[src/rtl/header_stripper.sv]
// header_stripper: removes a fixed HEADER_SIZE-bit header from each Avalon-ST
// packet, checks it against expected_header and forwards only the payload
// with a regenerated sop. Mismatching and runt packets are dropped and
// reported with one-cycle pulses plus a saturating drop counter.
//
// Optional feature macro: HEADER_STRIPPER_CHECK_EN
//   defined   : header beats are compared; mismatching packets are dropped
//   undefined : header beats are stripped blindly, hdr_mismatch stays 0,
//               expected_header is unused; runt detection and drop_cnt remain
//
// Ports:
//   clk, rst_n              clock, asynchronous active-low reset
//   data_in_*               input stream  (valid, ready, sop, eop, data, empty)
//   expected_header         header to match, MSB-first, beat 0 in the top bits
//   data_out_*              payload stream (valid, ready, sop, eop, data, empty)
//   hdr_mismatch            pulse: packet dropped, header mismatch
//   hdr_runt                pulse: packet dropped, eop inside the header
//   proto_err               pulse: beat without sop discarded in IDLE
//   drop_cnt                dropped packet count, saturating
module header_stripper #(
  parameter int unsigned DATA_WIDTH  = 128,
  parameter int unsigned HEADER_SIZE = 256,
  parameter int unsigned CNT_WIDTH   = 16,
  localparam int unsigned EMPTY_W    = (DATA_WIDTH > 8) ? $clog2(DATA_WIDTH / 8) : 1
) (
  input  logic                   clk,
  input  logic                   rst_n,
  input  logic                   data_in_valid,
  output logic                   data_in_ready,
  input  logic                   data_in_sop,
  input  logic                   data_in_eop,
  input  logic [DATA_WIDTH-1:0]  data_in_data,
  input  logic [EMPTY_W-1:0]     data_in_empty,
  input  logic [HEADER_SIZE-1:0] expected_header,
  output logic                   data_out_valid,
  input  logic                   data_out_ready,
  output logic                   data_out_sop,
  output logic                   data_out_eop,
  output logic [DATA_WIDTH-1:0]  data_out_data,
  output logic [EMPTY_W-1:0]     data_out_empty,
  output logic                   hdr_mismatch,
  output logic                   hdr_runt,
  output logic                   proto_err,
  output logic [CNT_WIDTH-1:0]   drop_cnt
);

  localparam int unsigned HDR_BEATS = HEADER_SIZE / DATA_WIDTH;
  localparam int unsigned CNTR_W    = (HDR_BEATS > 1) ? $clog2(HDR_BEATS) : 1;
  localparam logic [CNTR_W-1:0] LAST_BEAT = CNTR_W'(HDR_BEATS - 1);

  typedef enum logic [1:0] {IDLE, HEADER, DATA, DROP} state_t;

  state_t              state;
  logic [CNTR_W-1:0]   beat_cntr;
  logic                mismatch_acc;
  logic                first_pl;
  logic                xfer;
  logic                beat_mm;

  function automatic logic [CNT_WIDTH-1:0] sat_inc(input logic [CNT_WIDTH-1:0] v);
    return (&v) ? v : v + CNT_WIDTH'(1);
  endfunction

  // Outside DATA the input is never back-pressured; in DATA it is a wire-through.
  always_comb begin
    data_in_ready  = (state == DATA) ? data_out_ready : 1'b1;
    data_out_valid = (state == DATA) & data_in_valid;
    data_out_sop   = (state == DATA) & first_pl;
    data_out_eop   = (state == DATA) & data_in_eop;
    data_out_data  = data_in_data;
    data_out_empty = ((state == DATA) && data_in_eop) ? data_in_empty : '0;
  end

  assign xfer = data_in_valid & data_in_ready;

`ifdef HEADER_STRIPPER_CHECK_EN
  logic [CNTR_W-1:0]     sel_k;
  logic [DATA_WIDTH-1:0] exp_beat;

  // In IDLE the incoming beat is always header beat 0.
  assign sel_k = (state == HEADER) ? beat_cntr : '0;

  always_comb begin
    exp_beat = '0;
    for (int k = 0; k < HDR_BEATS; k++) begin
      if (CNTR_W'(k) == sel_k)
        exp_beat = expected_header[HEADER_SIZE-1-k*DATA_WIDTH -: DATA_WIDTH];
    end
  end

  assign beat_mm = (data_in_data != exp_beat);
`else
  logic unused_hdr;
  assign unused_hdr = ^expected_header;
  assign beat_mm    = 1'b0;
`endif

  // Packet FSM, registered pulses and drop counter.
  always_ff @(posedge clk or negedge rst_n) begin
    if (!rst_n) begin
      state        <= IDLE;
      beat_cntr    <= '0;
      mismatch_acc <= 1'b0;
      first_pl     <= 1'b0;
      drop_cnt     <= '0;
      hdr_mismatch <= 1'b0;
      hdr_runt     <= 1'b0;
      proto_err    <= 1'b0;
    end else begin
      hdr_mismatch <= 1'b0;
      hdr_runt     <= 1'b0;
      proto_err    <= 1'b0;
      case (state)
        IDLE: begin
          if (xfer) begin
            if (!data_in_sop) begin
              proto_err <= 1'b1;
            end else if (data_in_eop) begin
              hdr_runt <= 1'b1;
              drop_cnt <= sat_inc(drop_cnt);
            end else if (HDR_BEATS == 1) begin
              if (beat_mm) begin
                hdr_mismatch <= 1'b1;
                state        <= DROP;
              end else begin
                first_pl <= 1'b1;
                state    <= DATA;
              end
            end else begin
              mismatch_acc <= beat_mm;
              beat_cntr    <= CNTR_W'(1);
              state        <= HEADER;
            end
          end
        end
        HEADER: begin
          if (xfer) begin
            if (data_in_eop) begin
              // Runt wins over a pending mismatch.
              hdr_runt     <= 1'b1;
              drop_cnt     <= sat_inc(drop_cnt);
              beat_cntr    <= '0;
              mismatch_acc <= 1'b0;
              state        <= IDLE;
            end else if (beat_cntr == LAST_BEAT) begin
              beat_cntr    <= '0;
              mismatch_acc <= 1'b0;
              if (mismatch_acc | beat_mm) begin
                hdr_mismatch <= 1'b1;
                state        <= DROP;
              end else begin
                first_pl <= 1'b1;
                state    <= DATA;
              end
            end else begin
              mismatch_acc <= mismatch_acc | beat_mm;
              beat_cntr    <= beat_cntr + CNTR_W'(1);
            end
          end
        end
        DATA: begin
          if (xfer) begin
            first_pl <= 1'b0;
            if (data_in_eop) begin
              beat_cntr    <= '0;
              mismatch_acc <= 1'b0;
              state        <= IDLE;
            end
          end
        end
        DROP: begin
          if (xfer && data_in_eop) begin
            drop_cnt <= sat_inc(drop_cnt);
            state    <= IDLE;
          end
        end
        default: state <= IDLE;
      endcase
    end
  end

endmodule
[config.mk]
export PLATFORM = sky130hd
export DESIGN_NAME = header_stripper
export DESIGN_NICKNAME = d
export VERILOG_FILES = /design/src/rtl/header_stripper.sv
export SDC_FILE = /design/constraint.sdc
export NUM_CORES = 1
export LEC_CHECK = 0
export ABC_AREA = 1
export ABC_CLOCK_PERIOD_IN_PS = 2750
export BUFFER_PORTS_ARGS = -buffer_cell sky130_fd_sc_hd__buf_2
export CAP_MARGIN = 0
export CELL_PAD_IN_SITES_DETAIL_PLACEMENT = 1
export CELL_PAD_IN_SITES_GLOBAL_PLACEMENT = 1
export CORE_AREA = 2 2 214 216
export DETAILED_ROUTE_END_ITERATION = 7
export DIE_AREA = 0 0 216 218
export GPL_TIMING_DRIVEN = 0
export HOLD_SLACK_MARGIN = 0.05
export PLACE_DENSITY_LB_ADDON = 0.1
export SKIP_CTS_REPAIR_TIMING = 1
export SYNTH_ARGS = -nofsm -noshare
export SYNTH_HDL_FRONTEND = slang
export SYNTH_SLANG_ARGS = --single-unit
[constraint.sdc]
create_clock -name clk -period 2.75 [get_ports clk]
set_input_delay 0.1375 -clock clk [delete_from_list [all_inputs] [get_ports clk]]
set_output_delay 0.1375 -clock clk [all_outputs]
set_load 0.1 [all_outputs]
-- After elaboration in Yosys (flattened, before gate mapping)
Cells that the tools add are included.
- register bits after elaboration: 24
- input bits: 394
- add/sub/neg operators: 2
- equal/unequal tests: 14
- muxes and demuxes: 55
- bitwise logic cells: 4
- reductions and logical operators: 12
- operators with widths (kind ; number):
    two-way mux 16 bit ; 6
    one-hot mux 16 bit (3 select lines) ; 1
    two-way mux 1 bit ; 33
    inequality test 2 bit (second input constant) ; 10
    two-way mux 2 bit ; 9
    adder 16 x 1 -> 16 bit (second input constant) ; 1
    AND reduction 16 bit ; 1
    AND reduction 8 bit ; 2
    one-hot mux 2 bit (4 select lines) ; 1
    AND reduction 7 bit ; 1
    one-hot mux 1 bit (3 select lines) ; 2
    AND reduction 6 bit ; 1
    nonzero test 3 bit ; 2
    AND reduction 5 bit ; 1
    AND 1 bit ; 4
    == test 2 bit (second input constant) ; 2
    two-way mux 4 bit ; 1
    one-hot mux 1 bit (2 select lines) ; 2
    inequality test 3 bit (second input constant) ; 1
    == test 2 x 1 -> 1 bit (second input constant) ; 1
    logical AND 1 bit ; 2
    zero test 2 bit ; 1
    nonzero test 2 bit ; 1
    adder 1 bit (second input constant) ; 1

-- Depth between registers and ports, before layout
Gate-level depths: netlist of run 1.
- depth after elaboration: 6
- depth in mapped cells: 9
- mapped depth without buffers: 9

-- Least setup slack after synthesis of run 1
OpenSTA, ideal clock, no wires.
- kind: register -> output
- start: register state[1]
- end: output data_out_empty[0]
- data arrival time: 3628 ps
- required time: 2612 ps
- path slack: -1016 ps
- cell stages (with the launch flop): 7
- path buffers: 0
- cells stage by stage: dfrtp_1 -> inv_1 -> nor2_1 -> inv_1 -> nor2_1 -> inv_1 -> nor2_1
- longest elaborated chain between the ends: 3
- RTL lines (what ; RTL line ; RTL):
    start, declared ; 53 ; state_t state;
    start signal, assigned ; 101 ; state <= IDLE;
    start signal, assigned ; 124 ; state <= DROP;
    start signal, assigned ; 127 ; state <= DATA;
    == test 2 bit ; 71 ; data_out_empty = ((state == DATA) && data_in_eop) ? data_in_empty : '0;
    logical AND 1 bit ; 71 ;
    two-way mux 4 bit ; 71 ;
    end, declared ; 40 ; output logic [EMPTY_W-1:0] data_out_empty,
Every way passes these cells.

-- Worst setup path in the final report of run 1
- start: register state[1]
- end: output data_out_empty[1]
The elaborated chain is that of the path after synthesis.

==> results of run 1 <==
==> cells by family (layout without fill, tap and decap cells) <==
| kind of cell | after synthesis | in the layout | share of synthesized area |
|---|---|---|---|
| AOI/OAI and AO/OA | 8 | 8 | 0.0191 |
| other | 1 | 1 | 0.00159 |
| xor gates and xnor gates | 10 | 10 | 0.0371 |
| and+or+nand+nor | 128 | 128 | 0.250 |
| DFF | 22 | 22 | 0.233 |
| adders and majority gates | 1 | 1 | 0.00529 |
| buffers and inverters | 152 | 320 | 0.454 |
==> placed cells by master, fill, tap and decap left out <==
cell	count
a22oi_1	1
buf_2	163
buf_4	129
buf_6	1
buf_8	1
bufinv_16	1
clkbuf_16	3
conb_1	1
dfrtp_1	22
dlygate4sd3_1	1
ha_1	1
inv_1	21
nand2_1	75
nand2_2	2
nand3_1	8
nand3_2	2
nand3_4	1
nand3b_1	1
nand4_1	6
nand4_4	1
nor2_1	17
nor2_2	8
nor2_4	2
nor3_1	3
nor3b_1	1
nor4_1	1
o21ai_0	6
o21bai_1	1
xnor2_1	9
xor2_1	1
==> how the worst max path moves through the flow <==
stage,startpoint,endpoint,slack [ps],depth (start not counted)
floorplan,state[1],data_out_empty[0],-100,6
global placement,drop_cnt[0],drop_cnt[15],850,8
detailed placement,state[1],data_out_empty[1],830,7
CTS,state[1],data_out_empty[1],520,7
global route,state[1],data_out_empty[1],400,7
finish,state[1],data_out_empty[1],600,7
==> routing by layer <==
metal  global-route usage  wire (µm)
met5                    0          0
met1               0.0441       3790
met4              0.00479         41
met3               0.0120        716
met2               0.0688       5230
==> metrics by stage <==
stage | worst slack (ps) | TNS, ps | cell area (µm²) | std cells | utilization
6_report | 595 | 0 | 4060 | 1090 | 0.0904
3_5_place_dp | 830 | 0 | 3940 | 1085 | 0.0878
3_3_place_gp | 849 | 0 | 3940 | 1085 | 0.0878
5_1_grt | 397 | 0 | 4060 | 1090 | 0.0904
4_1_cts | 516 | 0 | 4050 | 1089 | 0.0902
2_1_floorplan | -96.7 | -387 | 2380 | 322 | -
==> sequential cells by signal (all words and copies together), names as in the netlist <==
name and count:
beat_cntr 1, drop_cnt 16, first_pl 1, hdr_runt 1, proto_err 1, state 2
==> layout make-up <==
class	count	area, µm²
Buffer	131	995
Clock buffer	3	75.1
Clock inverter	1	30.0
Fill cell	5521	40800
Inverter	21	78.8
Multi-Input combinational cell	148	752
Sequential cell	22	551
Tap cell	600	751
Timing Repair Buffer	164	826
==> report_power, final <==
part | internal [mW] | switching, mW | leakage [nW]
clock network | 0.291 | 0.159 | 0.0511
registers | 0.386 | 0.0710 | 0.294
logic | 0.342 | 1.40 | 1.71
total | 1.02 | 1.63 | 2.06
==> results.cfg, run 1 <==
[sta]
setup_viol = 0
final-hold-violation-count = 0
period_share = 0.784
rsz0062_at_grt = no
drv_slew = 0
fin_worst_skew_ps = 10.2
hold_ws_ps = 90.7
layout_min_cycle_time_ps = 2150
worst_slew_pin_slew_ps = 672
slew-limit-headroom = 0.552
max_freq_mhz = 464

[logic_synthesis]
ys_ff_latch = 22
syn-num-nets = 717
synth_seq_area_share = 0.233
ys_warn_count = 0
yosysMostFrequentCell = buf_4
synth_area_leader_cell = buf_4
synth.avg_cell_area_um2 = 7.34
yosys-top-cells-area = buf_4 (41%), dfrtp_1 (23%), nand2_1 (12%)
syn-instance-count = 322
ys_async_sr_fraction = 1.00
ys_types = 26
synth_common_cells = buf_4 (129), nand2_1 (75), dfrtp_1 (22), nor2_1 (22), inv_1 (21)
synth-main-ff-cell = dfrtp_1
synth_top_area_share = 0.410
synth_edf_count = 0
syn-cell-area_um2 = 2360

[hold_path]
hp-class = in2reg
min_to = proto_err
holdPathStages = 2
hp-start = data_in_sop

[route]
via_per_inst = 2.23
wl_per_cell_um = 8.97
antenna_left = 0
drt_iter0_markers = 52
dr.pass1.iters = 4
drc = 0
wl_mm = 9.78
vias = 2430

[clock_network]
clock_path_buffers = 2
htreeDepth = 1
cts.clk_slew.worst_paths_ps = 70
cts_root_buf = clkbuf_16
cts.sinks = 22
cts_tree = done
insertion_delay_ps = 270
cts_buffers = 3

[worst_setup_path]
crit_path_cell_trace = inv_1 > nor2_1 > inv_1 > nor2_2 > inv_1 > nor2_2 > buf_2
path_buf_inv = 4
crit_type = reg2out
crit_path_max_fanout = 7
critPathLaunchType = register
critPathMaxStageDelay_ps = 500
reg2reg_slack_ps = 950
crit_path_frequent_cell = inv_1
timing.rr.end = drop_cnt[14]
cpMaxStageDelayCell = dfrtp_1
rr_worst_depth = 8
cp-end-kind = output port
required_ps = 2610
arrival_ps = 2020
worstReg2RegStart = drop_cnt[0]
crit_family = buffers and inverters

[floorplan]
core_area_um2 = 44900
dieArea_um2 = 47100
pin_count = 549
num_rows = 78
initial_core_util = 0.0526
die_w_um = 216
fp.dieH_um = 218

[layout]
drive_gt1_frac = 0.641
area_growth_pct = 71.7
layout.nets = 886
n_antenna_cell = 0

[global_routing]
grt_max_degree = 23
grt_pass1_wl_mm = 13.7
grt_pass1_vias = 2394
antenna_found_initial = 0
grt_use_total = 0.0377
overflow = 0

[power_and_ir_drop]
vdd_drop_max_mv = 0.266
p_total_mw = 2.65
p_leak_nw = 2.06
power_density_nw_per_um2 = 653

[placed_design]
gp_congestion = 0.673
port_buffers = 163
hpwlAfterDp_mm = 8.40

[run]
maxCapViolations = 0

[status]
outcome = finished, final reports clean
Note: power is estimated with default switching activity, not from simulation.
==> run 2, diff against run 1 <==
--- a/config.mk
+++ b/config.mk
@@ -6,14 +6,14 @@
 export NUM_CORES = 1
 export LEC_CHECK = 0
 export ABC_AREA = 1
-export ABC_CLOCK_PERIOD_IN_PS = 2750
+export ABC_CLOCK_PERIOD_IN_PS = 2200
 export BUFFER_PORTS_ARGS = -buffer_cell sky130_fd_sc_hd__buf_2
 export CAP_MARGIN = 0
 export CELL_PAD_IN_SITES_DETAIL_PLACEMENT = 1
 export CELL_PAD_IN_SITES_GLOBAL_PLACEMENT = 1
-export CORE_AREA = 2 2 214 216
+export CORE_AREA = 2 2 216 218
 export DETAILED_ROUTE_END_ITERATION = 7
-export DIE_AREA = 0 0 216 218
+export DIE_AREA = 0 0 218 220
 export GPL_TIMING_DRIVEN = 0
 export HOLD_SLACK_MARGIN = 0.05
 export PLACE_DENSITY_LB_ADDON = 0.1
==> constraint.sdc (replaced) <==
create_clock -name clk -period 2.2 [get_ports clk]
set_input_delay 0.11 -clock clk [delete_from_list [all_inputs] [get_ports clk]]
set_output_delay 0.11 -clock clk [all_outputs]
set_load 0.1 [all_outputs]
==> run 2 against run 1 <==
Sequential power is 26% higher. Worst setup slack worse by 390 ps. Hold slack worse by 32 ps. Final cell count up 0.64%. Total power grew 26%. Combinational power grew 26%. Cell area is 1.3% higher. Register-to-register slack worse by 560 ps. Critical path type unchanged.
==> results.cfg, run 2 (same netlist as run 1, synthesis figures left out) <==
[layout]
layout.nets = 886
top_regs = drop_cnt x16, state x2
final_cell_mix = buf_2 (163), buf_4 (129), nand2_1 (75)
fillers = 5603
area_growth_pct = 73.8
regMostFlops = drop_cnt
n_antenna_cell = 0
drive_gt1_frac = 0.657
final_common_cell = buf_2
largest_reg_flops = 16

[power_and_ir_drop]
p_int_mw = 1.28
seqPwrFrac = 0.172
p_leak_nw = 2.06
power_density_nw_per_um2 = 814
p_clk_frac = 0.169
power.net_switching_mw = 2.06
p_total_mw = 3.35
pwr-share-comb = 0.659
vdd_drop_max_mv = 0.225
swShare = 0.616

[sta]
worst_slew_pin_slew_ps = 688
fin_worst_skew_ps = 4.05
setup_slack_ps = 208
tns_ps = 0
slew-limit-headroom = 0.541
drv_slew = 0
layout_min_cycle_time_ps = 1990
rsz0062_at_grt = no
max_freq_mhz = 502
final-hold-violation-count = 0
period_share = 0.906
setup_viol = 0

[worst_setup_path]
crit_path_max_fanout = 9
critPathLaunch = state[0]
crit_path_frequent_cell = nor2_4
setup.worst_path.end = data_out_empty[2]
critPathMaxStageDelay_ps = 420
rr_worst_depth = 8
critPathLaunchType = register
worstReg2RegStart = drop_cnt[0]
crit_path_cell_trace = buf_6 > nor2_4 > inv_2 > nor2_4 > clkinvlp_4 > nor2_4 > buf_2
cpMaxStageDelayCell = buf_2
cp-end-kind = output port
crit_type = reg2out
required_ps = 2090
timing.rr.end = drop_cnt[14]
arrival_ps = 1880
reg2reg_slack_ps = 390

[floorplan]
dieArea_um2 = 48000
num_rows = 79
pin_count = 549
die_w_um = 218
fp.dieH_um = 220
core_area_um2 = 45900
initial_core_util = 0.0515

[hold_path]
hp-class = in2reg

[route]
wl_per_cell_um = 9.00
via_per_inst = 2.25
dr.pass1.iters = 4
antenna_left = 0
drt_iter0_markers = 54
wl_mm = 9.88
vias = 2466
drc = 0

[placed_design]
port_buffers = 163
hpwlAfterDp_mm = 8.46
gp_congestion = 0.633
post-place-ws_ps = 337

[global_routing]
overflow = 0
grt_pass1_vias = 2371
antenna_found_initial = 0
grt_max_degree = 23
grt_use_total = 0.0370
grt_pass1_wl_mm = 13.6

[clock_network]
insertion_delay_ps = 270
cts_buffers = 3
cts_tree = done
htreeDepth = 1
cts_root_buf = clkbuf_16
cts.sinks = 22
clock_path_buffers = 2
cts.clk_slew.worst_paths_ps = 70

[run]
maxCapViolations = 0

[status]
outcome = finished, final reports clean
==> run 2: cell count changes in the layout (fill, tap and decap cells not counted), moves of 2 or more <==
cell | before | now
inv_1 | 21 | 18
nor2_1 | 17 | 15
nor2_4 | 2 | 8
nor2_2 | 8 | 4
inv_2 | 0 | 2
dfrtp_1 | 22 | 19
dfrtp_2 | 0 | 3
==> run 2: worst min-delay path by stage <==
stage,start,end,slack (ps),cells past startpoint
2_1_floorplan,rst_n,beat_cntr,-190,0
3_3_place_gp,rst_n,first_pl,220,1
3_5_place_dp,rst_n,first_pl,210,1
4_1_cts,rst_n,first_pl,-110,1
5_1_grt,data_out_ready,first_pl,50,2
6_report,data_out_ready,first_pl,60,2
==> run 2: layer usage <==
layer | vias up | GRT usage | wire length (µm)
met5 | - | 0 | 0
met4 | 0 | 0.00340 | 24
met3 | 2 | 0.0110 | 703
met2 | 122 | 0.0694 | 5390
met1 | 1147 | 0.0424 | 3760
li1 | 1195 | - | -
==> run 2: metrics by stage <==
stage          instance area, µm²  instances  hold WS, ps  utilization
5_1_grt                      4110       1097         54.4       0.0896
3_5_place_dp                 3990       1092          205       0.0871
6_report                     4110       1097         58.8       0.0896
2_1_floorplan                2420        322         -186            -
4_1_cts                      4100       1096         -105       0.0894
3_3_place_gp                 3990       1092          218       0.0871
==> run 2: power groups by stage <==
stage	logic (mW)	registers (mW)	clock network (mW)
2_1_floorplan	1.57	0.898	0
3_3_place_gp	2.24	0.588	0
3_5_place_dp	2.23	0.589	0
4_1_cts	2.24	0.580	0.613
5_1_grt	2.32	0.591	0.621
6_report	2.20	0.577	0.566
==> run 2: layout make-up <==
cell class | instances | area (µm²) | area share
Timing Repair Buffer | 164 | 826 | 0.201
Clock buffer | 3 | 75.1 | 0.0183
Buffer | 131 | 995 | 0.242
Tap cell | 607 | 759 | 0.185
Sequential cell | 22 | 554 | 0.135
Clock inverter | 1 | 30.0 | 0.00731
Inverter | 21 | 82.6 | 0.0201
Multi-Input combinational cell | 148 | 787 | 0.192
==> run 2: worst max-delay path, delay by kind of cell (launching register included) <==
kind / cells / cell delay, ps
and+or+nand+nor: 3 / 390
DFF: 1 / 380
buffers and inverters: 4 / 840
==> run 3, diff against run 2 <==
--- a/config.mk
+++ b/config.mk
@@ -10,7 +10,7 @@
 export BUFFER_PORTS_ARGS = -buffer_cell sky130_fd_sc_hd__buf_2
 export CAP_MARGIN = 0
 export CELL_PAD_IN_SITES_DETAIL_PLACEMENT = 1
-export CELL_PAD_IN_SITES_GLOBAL_PLACEMENT = 1
+export CELL_PAD_IN_SITES_GLOBAL_PLACEMENT = 2
 export CORE_AREA = 2 2 216 218
 export DETAILED_ROUTE_END_ITERATION = 7
 export DIE_AREA = 0 0 218 220
==> run 3 against run 2 <==
Sequential share of layout area is the same. Hold slack got worse by 4.2 ps. Largest power group unchanged. Sequential power shrank 0.9%. Clock-buffer cell count did not move. Core utilization unchanged.
==> results.cfg, run 3 (same netlist as run 1, synthesis figures left out) <==
[status]
outcome = finished, final reports clean

[layout]
largest_reg_flops = 16
regMostFlops = drop_cnt
n_antenna_cell = 0
final_cell_mix = buf_2 (163), buf_4 (129), nand2_1 (75)
fin_area_um2 = 4110
final_util = 0.0896
seqCellArea_um2 = 554
fillers = 5572
area_growth_pct = 73.8
final_common_cell = buf_2
drive_gt1_frac = 0.657
top_regs = drop_cnt x16, state x2
layout.nets = 886
multiInputGateArea_um2 = 787

[clock_network]
cts.clk_slew.worst_paths_ps = 70
cts.sinks = 22
cts_tree = done
cts_buffers = 3
cts_root_buf = clkbuf_16
clock_path_buffers = 2
insertion_delay_ps = 270
htreeDepth = 1

[route]
met2_length_mm = 5.45
met3_length_um = 765
wl_mm = 9.81
dr.pass1.iters = 4
wl_met1_mm = 3.57
top_layer_used = met4
vias = 2485
antenna_left = 0
drc = 0
wl_per_cell_um = 8.94
drt_iter0_markers = 46
via_per_inst = 2.27

[sta]
tns_ps = 0
drv_slew = 0
rsz0062_at_grt = no
hold_ws_ps = 54.6
period_share = 0.913
max_freq_mhz = 498
fin_worst_skew_ps = 4.60
slew-limit-headroom = 0.531
setup_viol = 0
layout_min_cycle_time_ps = 2010
worst_slew_pin_slew_ps = 704
final-hold-violation-count = 0

[power_and_ir_drop]
vdd_drop_max_mv = 0.221
p_leak_nw = 2.06
power_density_nw_per_um2 = 813

[global_routing]
grt_max_degree = 23
grt_pass1_wl_mm = 13.7
antenna_found_initial = 0
grt_pass1_vias = 2412
overflow = 0
grt_use_total = 0.0373

[hold_path]
hp-start = data_out_ready
hp-class = in2reg

[worst_setup_path]
required_ps = 2090
critPathLaunchType = register
worstReg2RegStart = drop_cnt[0]
arrival_ps = 1900
crit_type = reg2out
crit_path_max_fanout = 9
critPathLaunch = state[0]
cp-end-kind = output port

[floorplan]
die_w_um = 218
num_rows = 79
dieArea_um2 = 48000
pin_count = 549
fp.dieH_um = 220
initial_core_util = 0.0515
core_area_um2 = 45900

[run]
maxCapViolations = 0

[placed_design]
port_buffers = 163
gp_congestion = 0.625
hpwlAfterDp_mm = 8.41
placed_cell_area_um2 = 3990
-- run 3: cell counts in the layout (fill, tap and decap cells not counted) --
Identical to the previous run, type by type.
-- run 3: final cells by class --
| class | count | share of cell area |
|---|---|---|
| plain buffers | 131 | 0.242 |
| clock buffers | 3 | 0.0183 |
| clock inverters | 1 | 0.00731 |
| inverters | 21 | 0.0201 |
| multi-input cells | 148 | 0.192 |
| flip-flops and latches | 22 | 0.135 |
| well taps | 607 | 0.185 |
| repair buffers | 164 | 0.201 |
-- run 3: path summary, 6_finish.rpt --
kind,to,cells after the start,slack (ps)
max in group asynchronous,drop_cnt[1],2,1290
min in group asynchronous,state[0],2,410
worst max-delay path,data_out_empty[2],7,190
worst min register to register,beat_cntr,2,530
worst max register to register,drop_cnt[15],8,340
worst min-delay path,first_pl,2,50
-- run 3: stage by stage --
step | power, mW | setup slack, ps | instances
finish | 3.34 | 192 | 1097
global route | 3.53 | 96.4 | 1097
CTS | 3.44 | 146 | 1096
detailed placement | 2.83 | 259 | 1092
global placement | 2.83 | 261 | 1092
floorplan | 2.47 | -56.9 | 322
-- run 3: where the power goes --
| part | internal, mW | switching (mW) |
|---|---|---|
| logic | 0.433 | 1.77 |
| clock network | 0.363 | 0.200 |
| registers | 0.487 | 0.0855 |
| total | 1.28 | 2.06 |
-- run 3: critical path, cell delays in order, from the launching register on --
cell	delay (ps)
dfrtp_1	370
buf_6	140
nor2_4	140
inv_2	80
nor2_4	120
clkinvlp_4	210
nor2_4	130
buf_2	420
-- run 3: routing by layer --
layer  track usage  vias up
li1              -     1201
met1        0.0414     1159
met2        0.0714      123
met3        0.0112        2
met4       0.00408        0
met5             0        -
